`src/rtl/id.sv`:
```
// RV32I instruction-decode stage: register file, immediate generation,
// ALU operation select and the ID/EX pipeline register.
module id (
  input  logic        clk,
  input  logic        rst,
  input  logic        RegWrite,
  input  logic [4:0]  rd_WB,
  input  logic [31:0] Data_WB,
  input  logic [31:0] instrCode,
  input  logic [31:0] PC,
  output logic        read_data_valid,
  output logic [3:0]  alu_ctrl,
  output logic [31:0] immOut,
  output logic [31:0] Read1,
  output logic [31:0] Read2,
  output logic [4:0]  rd,
  output logic [2:0]  func3,
  output logic [6:0]  opcode
  ,
  output logic [31:0] PC_ID
);

  localparam logic [6:0] OP_R     = 7'b0110011;
  localparam logic [6:0] OP_IALU  = 7'b0010011;
  localparam logic [6:0] OP_LOAD  = 7'b0000011;
  localparam logic [6:0] OP_STORE = 7'b0100011;
  localparam logic [6:0] OP_BR    = 7'b1100011;
  localparam logic [6:0] OP_JAL   = 7'b1101111;
  localparam logic [6:0] OP_JALR  = 7'b1100111;
  localparam logic [6:0] OP_LUI   = 7'b0110111;
  localparam logic [6:0] OP_AUIPC = 7'b0010111;

  localparam logic [3:0] ALU_ADD  = 4'd0;
  localparam logic [3:0] ALU_SUB  = 4'd1;
  localparam logic [3:0] ALU_SLL  = 4'd2;
  localparam logic [3:0] ALU_SLT  = 4'd3;
  localparam logic [3:0] ALU_SLTU = 4'd4;
  localparam logic [3:0] ALU_XOR  = 4'd5;
  localparam logic [3:0] ALU_SRL  = 4'd6;
  localparam logic [3:0] ALU_SRA  = 4'd7;
  localparam logic [3:0] ALU_OR   = 4'd8;
  localparam logic [3:0] ALU_AND  = 4'd9;

  logic [31:0] regs [0:31];

  logic [6:0]  op;
  logic [2:0]  f3;
  logic [4:0]  rs1;
  logic [4:0]  rs2;
  logic        b30;

  logic is_r, is_iop, is_ld, is_st, is_br;
  logic is_jal, is_jalr, is_lui, is_aui;

  logic        valid_d;
  logic [3:0]  alu_d;
  logic [31:0] imm_d;
  logic [31:0] rd1_d;
  logic [31:0] rd2_d;

  assign op  = instrCode[6:0];
  assign f3  = instrCode[14:12];
  assign rs1 = instrCode[19:15];
  assign rs2 = instrCode[24:20];
  assign b30 = instrCode[30];

  assign is_r    = (op == OP_R);
  assign is_iop  = (op == OP_IALU);
  assign is_ld   = (op == OP_LOAD);
  assign is_st   = (op == OP_STORE);
  assign is_br   = (op == OP_BR);
  assign is_jal  = (op == OP_JAL);
  assign is_jalr = (op == OP_JALR);
  assign is_lui  = (op == OP_LUI);
  assign is_aui  = (op == OP_AUIPC);

  assign valid_d = is_r | is_iop | is_ld | is_st | is_br
                 | is_jal | is_jalr | is_lui | is_aui;

  // func3 to ALU op; sub_ok lets bit30 pick SUB (R-type only)
  function automatic logic [3:0] f3_alu(
    input logic [2:0] f,
    input logic       b,
    input logic       sub_ok
  );
    logic [3:0] a;
    a = ALU_ADD;
    unique case (f)
      3'b000: a = (sub_ok && b) ? ALU_SUB : ALU_ADD;
      3'b001: a = ALU_SLL;
      3'b010: a = ALU_SLT;
      3'b011: a = ALU_SLTU;
      3'b100: a = ALU_XOR;
      3'b101: a = b ? ALU_SRA : ALU_SRL;
      3'b110: a = ALU_OR;
      3'b111: a = ALU_AND;
      default: a = ALU_ADD;
    endcase
    return a;
  endfunction

  // Register file: x0 is never written, so it stays 0
  always_ff @(posedge clk or posedge rst) begin
    if (rst) begin
      for (int i = 0; i < 32; i++) begin
        regs[i] <= '0;
      end
    end else if (RegWrite && rd_WB != 5'd0) begin
      regs[rd_WB] <= Data_WB;
    end
  end

  // Combinational read ports with write-through bypass
  always_comb begin
    rd1_d = regs[rs1];
    rd2_d = regs[rs2];
    if (rs1 == 5'd0) begin
      rd1_d = '0;
    end else if (RegWrite && rd_WB == rs1) begin
      rd1_d = Data_WB;
    end
    if (rs2 == 5'd0) begin
      rd2_d = '0;
    end else if (RegWrite && rd_WB == rs2) begin
      rd2_d = Data_WB;
    end
  end

  // Immediate generation by instruction format
  always_comb begin
    imm_d = '0;
    unique case (1'b1)
      is_ld, is_iop, is_jalr:
        imm_d = {{20{instrCode[31]}}, instrCode[31:20]};
      is_st:
        imm_d = {{20{instrCode[31]}}, instrCode[31:25],
                 instrCode[11:7]};
      is_br:
        imm_d = {{19{instrCode[31]}}, instrCode[31],
                 instrCode[7], instrCode[30:25],
                 instrCode[11:8], 1'b0};
      is_lui, is_aui:
        imm_d = {instrCode[31:12], 12'b0};
      is_jal:
        imm_d = {{11{instrCode[31]}}, instrCode[31],
                 instrCode[19:12], instrCode[20],
                 instrCode[30:21], 1'b0};
      default:
        imm_d = '0;
    endcase
  end

  // ALU operation select
  always_comb begin
    alu_d = ALU_ADD;
    unique case (1'b1)
      is_r:    alu_d = f3_alu(f3, b30, 1'b1);
      is_iop:  alu_d = f3_alu(f3, b30, 1'b0);
      is_br:   alu_d = ALU_SUB;
      default: alu_d = ALU_ADD;
    endcase
  end

  // ID/EX pipeline register
  always_ff @(posedge clk or posedge rst) begin
    if (rst) begin
      read_data_valid <= 1'b0;
      alu_ctrl        <= '0;
      immOut          <= '0;
      Read1           <= '0;
      Read2           <= '0;
      rd              <= '0;
      func3           <= '0;
      opcode          <= '0;
      PC_ID           <= '0;
    end else begin
      read_data_valid <= valid_d;
      alu_ctrl        <= alu_d;
      immOut          <= imm_d;
      Read1           <= rd1_d;
      Read2           <= rd2_d;
      rd              <= instrCode[11:7];
      func3           <= f3;
      opcode          <= op;
      PC_ID           <= PC;
    end
  end

endmodule

```
`config.mk`:
```
export PLATFORM = sky130hd
export DESIGN_NAME = id
export DESIGN_NICKNAME = d
export VERILOG_FILES = /design/src/rtl/id.sv
export SDC_FILE = /design/constraint.sdc
export NUM_CORES = 2
export LEC_CHECK = 0
export CAP_MARGIN = 20
export CORE_MARGIN = 2
export CORE_UTILIZATION = 40
export CTS_CLUSTER_DIAMETER = 100
export CTS_CLUSTER_SIZE = 12
export DETAILED_ROUTE_END_ITERATION = 6
export GPL_ROUTABILITY_DRIVEN = 0
export PLACE_DENSITY = 0.66
export SLEW_MARGIN = 20
export SYNTH_ARGS = -nofsm -noshare
export SYNTH_HDL_FRONTEND = slang
export SYNTH_SLANG_ARGS = --single-unit
```
`constraint.sdc`:
```
create_clock -name clk -period 44.3 [get_ports clk]
set_input_delay 4.43 -clock clk [delete_from_list [all_inputs] [get_ports clk]]
set_output_delay 4.43 -clock clk [all_outputs]
set_load 0.05 [all_outputs]
```
## Word level (Yosys, flattened, before mapping)

Index checks and enable logic that the tools add are counted.

- $lt $le $gt $ge: 4
- Equality and inequality tests: 18
- Mux-type cells: 19
- Bitwise gates (word level): 11
- Reductions and logical operators: 10

Operators with widths:

| cell | number |
|---|---|
| bitwise mux 1024 bit | 1 |
| binary-select mux 32 bit (select 5 bit) | 2 |
| 2-to-1 mux 32 bit | 9 |
| demux 32 bit (select 5 bit) | 1 |
| one-hot mux 32 bit (5 select lines) | 1 |
| one-hot mux 4 bit (8 select lines) | 2 |
| == test 7 x 6 -> 1 bit (second input constant) | 3 |
| == test 7 bit (second input constant) | 3 |
| greater-or-equal comparator 6 bit (second input constant) | 3 |
| NOT 5 -> 6 bit | 3 |
| == test 7 x 5 -> 1 bit (second input constant) | 2 |
| == test 3 bit (second input constant) | 4 |
| one-hot mux 4 bit (3 select lines) | 1 |
| == test 5 bit | 2 |
| logical NOT 5 bit | 2 |
| OR 1 bit | 8 |
| == test 7 x 2 -> 1 bit (second input constant) | 1 |
| == test 3 x 2 -> 1 bit (second input constant) | 2 |
| less-than comparator 6 x 1 -> 1 bit (second input constant) | 1 |
| nonzero test 5 bit | 1 |
| logical AND 1 bit | 4 |
| == test 3 x 1 -> 1 bit (second input constant) | 1 |
| logical NOT 3 bit | 1 |
| OR reduction 3 bit | 1 |
| other kinds (2) | 3 |

- Flip-flop bits (word level): 1172
- Input bits: 104
- Output and inout bits: 148
- Word-level logic and storage cells: 103

## Logic depth before layout (Yosys ltp)

- Word-level depth: 9
- Mapped depth: 9
- Mapped depth without buffers: 5

## Worst setup path before layout

No wires, ideal clock.

- Path type: input to register
- Start: in instrCode[20]
- End: reg Read2[25]
- Setup time: 0.124 ns
- Data arrival time: 6.045 ns
- Data required time: 44.176 ns
- Path slack: 38.131 ns
- Stages on the path: 7
- Path buffers: 3
- Cell sequence: buf_4 buf_2 buf_2 mux4_2 a22oi_1 a21oi_1 a211o_1

- Longest elaborated chain between the ends: 6
- Elaborated cells between the ends (all ways): 9
- Those cells by class: eq/ne: 1; mux: 5; bitwise: 1; reduce/logical: 2

RTL lines:

| what | RTL line | text |
|---|---|---|
| start, declared | 9 | `input logic [31:0] instrCode,` |
| NOT 5 -> 6 bit (not written as such) | 116 | `rd2_d = regs[rs2];` |
| binary-select mux 32 bit (select 5 bit) | 116 |  |
| 2-to-1 mux 32 bit (not written as such) (2 in series) | 116 |  |
| 2-to-1 mux 32 bit | 124 | `end else if (RegWrite && rd_WB == rs2) begin` |
| 2-to-1 mux 32 bit * | 122 | `if (rs2 == 5'd0) begin` |
| via rd2_d[25] | 59 | `logic [31:0] rd2_d;` |
| end signal, assigned | 181 | `Read2 <= rd2_d;` |
| end, declared | 15 | `output logic [31:0] Read2,` |

Mark *: on every way through the listed nets, which the timed path passes. The rest lies on a longest branch. The select of a mux whose other input is x is not followed.
A chain may end at the register's enable or synchronous reset.

==> results by stage <==
Run status:
- The flow ran to the end, and the final reports show no timing, DRC or antenna violations.

CTS:
- For this design, the CTS-stage hold fixing added 0 buffers.
- The CTS tree is yes.
- The root buffer selected by CTS is sky130_fd_sc_hd__clkbuf_16.
- The number of instances resized during post-cts repair is 0.
- The sink count of the clock tree is 1,172.
- The number of setup buffers added after CTS is 0.
- Clock-pin slew was measured on the worst setup and hold paths at 0.06 ns.
- The clock reaches the later pin of the worst-skew pair after 0.76 ns.
- Counting along the longest clock path gives a buffer depth of 3.
- The number of H-tree branching levels is 3.
- The total CTS buffers is 109.

Worst setup path:
- The number of cells on the worst reg-to-reg path is 5.
- The largest single stage delay on the critical path is 0.75 ns.
- Data on the critical path is required at its endpoint by 45.03 ns.
- The cell type of the slowest stage on the worst timing path is sky130_fd_sc_hd__buf_12.
- In this run the critical register-to-register path is captured at Read2[15].
- The endpoint type of the worst setup path is an async pin.
- At the worst endpoint, the arrival time is 8.49 ns.
- The minimum setup slack among reg-to-reg paths is 41.81 ns.
- The most critical setup path has its startpoint at rst.
- The source of the worst register-to-register timing path is regs[527].
- Of all nets on the critical path, the largest fanout is ~160.
- The worst setup path is launched from a primary input.
- Walking the worst path, the cells encountered are clkdlybuf4s50_1 > inv_8 > buf_4 > buf_4 > buf_4 > buf_12.
- The critical path in this run is classified as primary input to async pin.
- Counting stages on the worst path, the most repeated cell is sky130_fd_sc_hd__buf_4.

GRT:
- The via count of the first global-routing pass is 39,600.
- Global routing finished with a remaining overflow of 0.
- The number of antenna violations at the first check in global routing is 16.
- The pin count of the biggest net entering global routing is 165.
- Global routing consumed, over all layers together, 26.8% of the routing resources.
- The first global-routing pass estimated 294 mm of wire.

Routing:
- The residual DRC count is 0.
- In this run, the number of DRC markers left after iteration 0 of detailed routing was around 4,600.
- The wire length per cell after detailed routing is 34.0 um.
- Summed over all layers, the routed wires come to 205 mm.
- Once detail routing completed, the nets flagged for antenna violations numbered 0.
- In the routed layout, each cell is associated on average with a via count of approximately 6.5.
- The overall via count from detail_route is just under 40,000.
- The first TritonRoute pass finished after 6 iterations.

Floorplan:
- The floorplan step set the die height to between 300 and 400 um.
- The die covers 0.152 sq mm.
- The top-level I/O count is 252.
- The standard-cell row count is 141.
- The core area is around 0.15 sq mm.
- The initial utilization of the core area, before any placement, comes to 40.3%.
- The horizontal extent of the die is roughly 390 um.

Synth:
- The most used flip-flop cell after synthesis is sky130_fd_sc_hd__dfrtp_1.
- The number of distinct library cell variants in the gate-level netlist after synthesis is 56.
- The synthesized design contains 1,172 register bits.
- Counting every instance in the synthesized netlist gives between 4,000 and 5,000.
- For this run, the number of Yosys warnings is 0.
- The portion of the post-synthesis area used by sequential elements is 49.4%.
- The post-synthesis instance area is about 0.06 sq mm.
- For this run, asynchronously set or reset flops after synthesis account for 100%.
- Counting every net in the synthesized netlist gives 4,143.
- The synthesized design contains 0 enable-type register cells.
- The synthesized area per cell is about 15 sq um.

STA:
- Setup repair after global routing left no endpoint under its margin.
- The relative slew slack is 16.9%.
- Setup violations remaining at the end of the flow were counted as 0.
- In the final timing run, aggregate negative setup slack is 0 ns.
- The routed design could run at a clock period as short as 7.76 ns.
- Timing would allow up to 129 MHz.
- The number of pins exceeding their max-slew limit in the final report is 0.
- The total count of hold-check failures in the final report came to 0.
- The worst-margin pin slew is 1.24 ns.
- The clock skew is ~0.065 ns.
- The worst path uses approximately 18% of the clock period.

Finish:
- The post-route netlist has about 44% of its cells at a drive strength greater than 1.
- After the last flow step, the layout net total stands at between 4,000 and 5,000.
- The most common cell after layout, fill and taps aside is sky130_fd_sc_hd__dfrtp_1.
- Leaving out fill and tap cells, the most frequent cells in the layout are sky130_fd_sc_hd__dfrtp_1 (1,172), sky130_fd_sc_hd__mux2_2 (1,046), sky130_fd_sc_hd__mux4_2 (424).
- The area overhead of the layout relative to synthesis is 11.6%.
- At the end of the flow the core is filled with cells to about 45%.

Power and ir drop:
- The leakage power is 28.5 nW.
- The total power density per cell area is 43.9 mW/mm^2.
- The maximum VDD drop is 0.0320 mV.

Place:
- Summed over all nets, the half-perimeter wirelength after detailed placement is 120 mm.
- Buffers placed on the I/O ports in this run total 251.

Hold path:
- The sink of the worst hold path is regs[1011].
- The path class of the tightest hold or removal check is flip-flop to flip-flop.
- The worst hold path startpoint is regs[1011].
- Counting instances, the worst hold path has a depth of 0.

Job:
- The number of max-cap violations is 0.
[how the worst max path moves through the flow]
| stage | slack, ns | endpoint | cells past startpoint |
|---|---|---|---|
| 6_report | 36.54 | PC_ID[29] | 6 |
| 5_1_grt | 35.99 | PC_ID[29] | 6 |
| 4_1_cts | 36.44 | PC_ID[29] | 6 |
| 3_5_place_dp | 35.67 | PC_ID[29] | 6 |
| 3_3_place_gp | 35.70 | PC_ID[24] | 6 |
| 2_1_floorplan | 6.86 | PC_ID[0] | 1 |
[power breakdown]
part	internal [mW]	switching, mW
Clock	0.440	0.420
Combinational	0.349	0.289
Sequential	1.26	0.147
[synth_stat cells (22+ instances only)]
master | number | area, sq um
sky130_fd_sc_hd__dfrtp_1 | 1172 | 29300
sky130_fd_sc_hd__mux2_2 | 1046 | 11800
sky130_fd_sc_hd__mux4_2 | 424 | 9550
sky130_fd_sc_hd__clkbuf_1 | 218 | 818
sky130_fd_sc_hd__mux2i_1 | 188 | 1880
sky130_fd_sc_hd__buf_2 | 106 | 531
sky130_fd_sc_hd__nor2_1 | 87 | 327
sky130_fd_sc_hd__a22oi_1 | 80 | 601
sky130_fd_sc_hd__a21oi_1 | 72 | 360
sky130_fd_sc_hd__nand2_1 | 70 | 263
sky130_fd_sc_hd__buf_1 | 61 | 229
sky130_fd_sc_hd__o22ai_1 | 58 | 363
sky130_fd_sc_hd__o21ai_0 | 49 | 245
sky130_fd_sc_hd__nor3_1 | 43 | 215
sky130_fd_sc_hd__buf_4 | 36 | 270
sky130_fd_sc_hd__a221oi_1 | 28 | 245
sky130_fd_sc_hd__nor4_1 | 28 | 175
sky130_fd_sc_hd__a211o_1 | 26 | 228
sky130_fd_sc_hd__o2bb2ai_1 | 22 | 193
[per-stage QoR]
stage               hold slack, ns  power (mW)  instances  cell area (sq um)  worst slack [ns]
floorplan                    0.441        1.86       4039              59400              6.86
global placement             0.377        2.04       5900              63500             35.70
detailed placement           0.382        2.06       5900              63400             35.67
CTS                          0.397        2.91       6019              66400             36.44
global route                 0.409        3.02       6020              66300             35.99
finish                       0.396        2.91       6024              66300             36.54
[metal layers]
| metal | share of wire [%] | GRT usage, % |
|---|---|---|
| met2 | 44 | 40.0 |
| met3 | 10 | 7.01 |
| met1 | 41 | 37.1 |
| met4 | 4.9 | 11.3 |
| met5 | 0.060 | 0 |
[registers in the layout, summed over array words and instances (netlist names)]
register         flops
Read2               32
opcode               7
immOut              32
regs              1024
Read1               32
func3                3
PC_ID               32
read_data_valid      1
alu_ctrl             4
rd                   5
[worst max-delay path: cells and delay by family]
| kind | cells | cell delay [ns] |
|---|---|---|
| buffers and inverters | 6 | 3.79 |
[layout make-up]
cell class	count	area, sq um
Inverter	11	51.3
Clock inverter	9	155
Clock buffer	110	2750
Multi-Input combinational cell	2418	28200
Tap cell	1930	2410
Sequential cell	1172	29300
Timing Repair Buffer	369	3340
Antenna cell	5	12.5
Fill cell	13100	81200
[kinds of logic (layout without fill, tap and decap cells)]
family,Yosys count,count (layout),share of synthesized area (%)
other,0,5,0
AND/OR/NAND/NOR,310,310,2.56
XOR/XNOR,10,10,0.147
AO/OA/AOI/OAI,432,432,5.16
multiplexers,1666,1666,39.2
flip-flops,1172,1172,49.4
buffers and inverters,449,499,3.50
No activity file was read; power rests on OpenSTA's default activity.
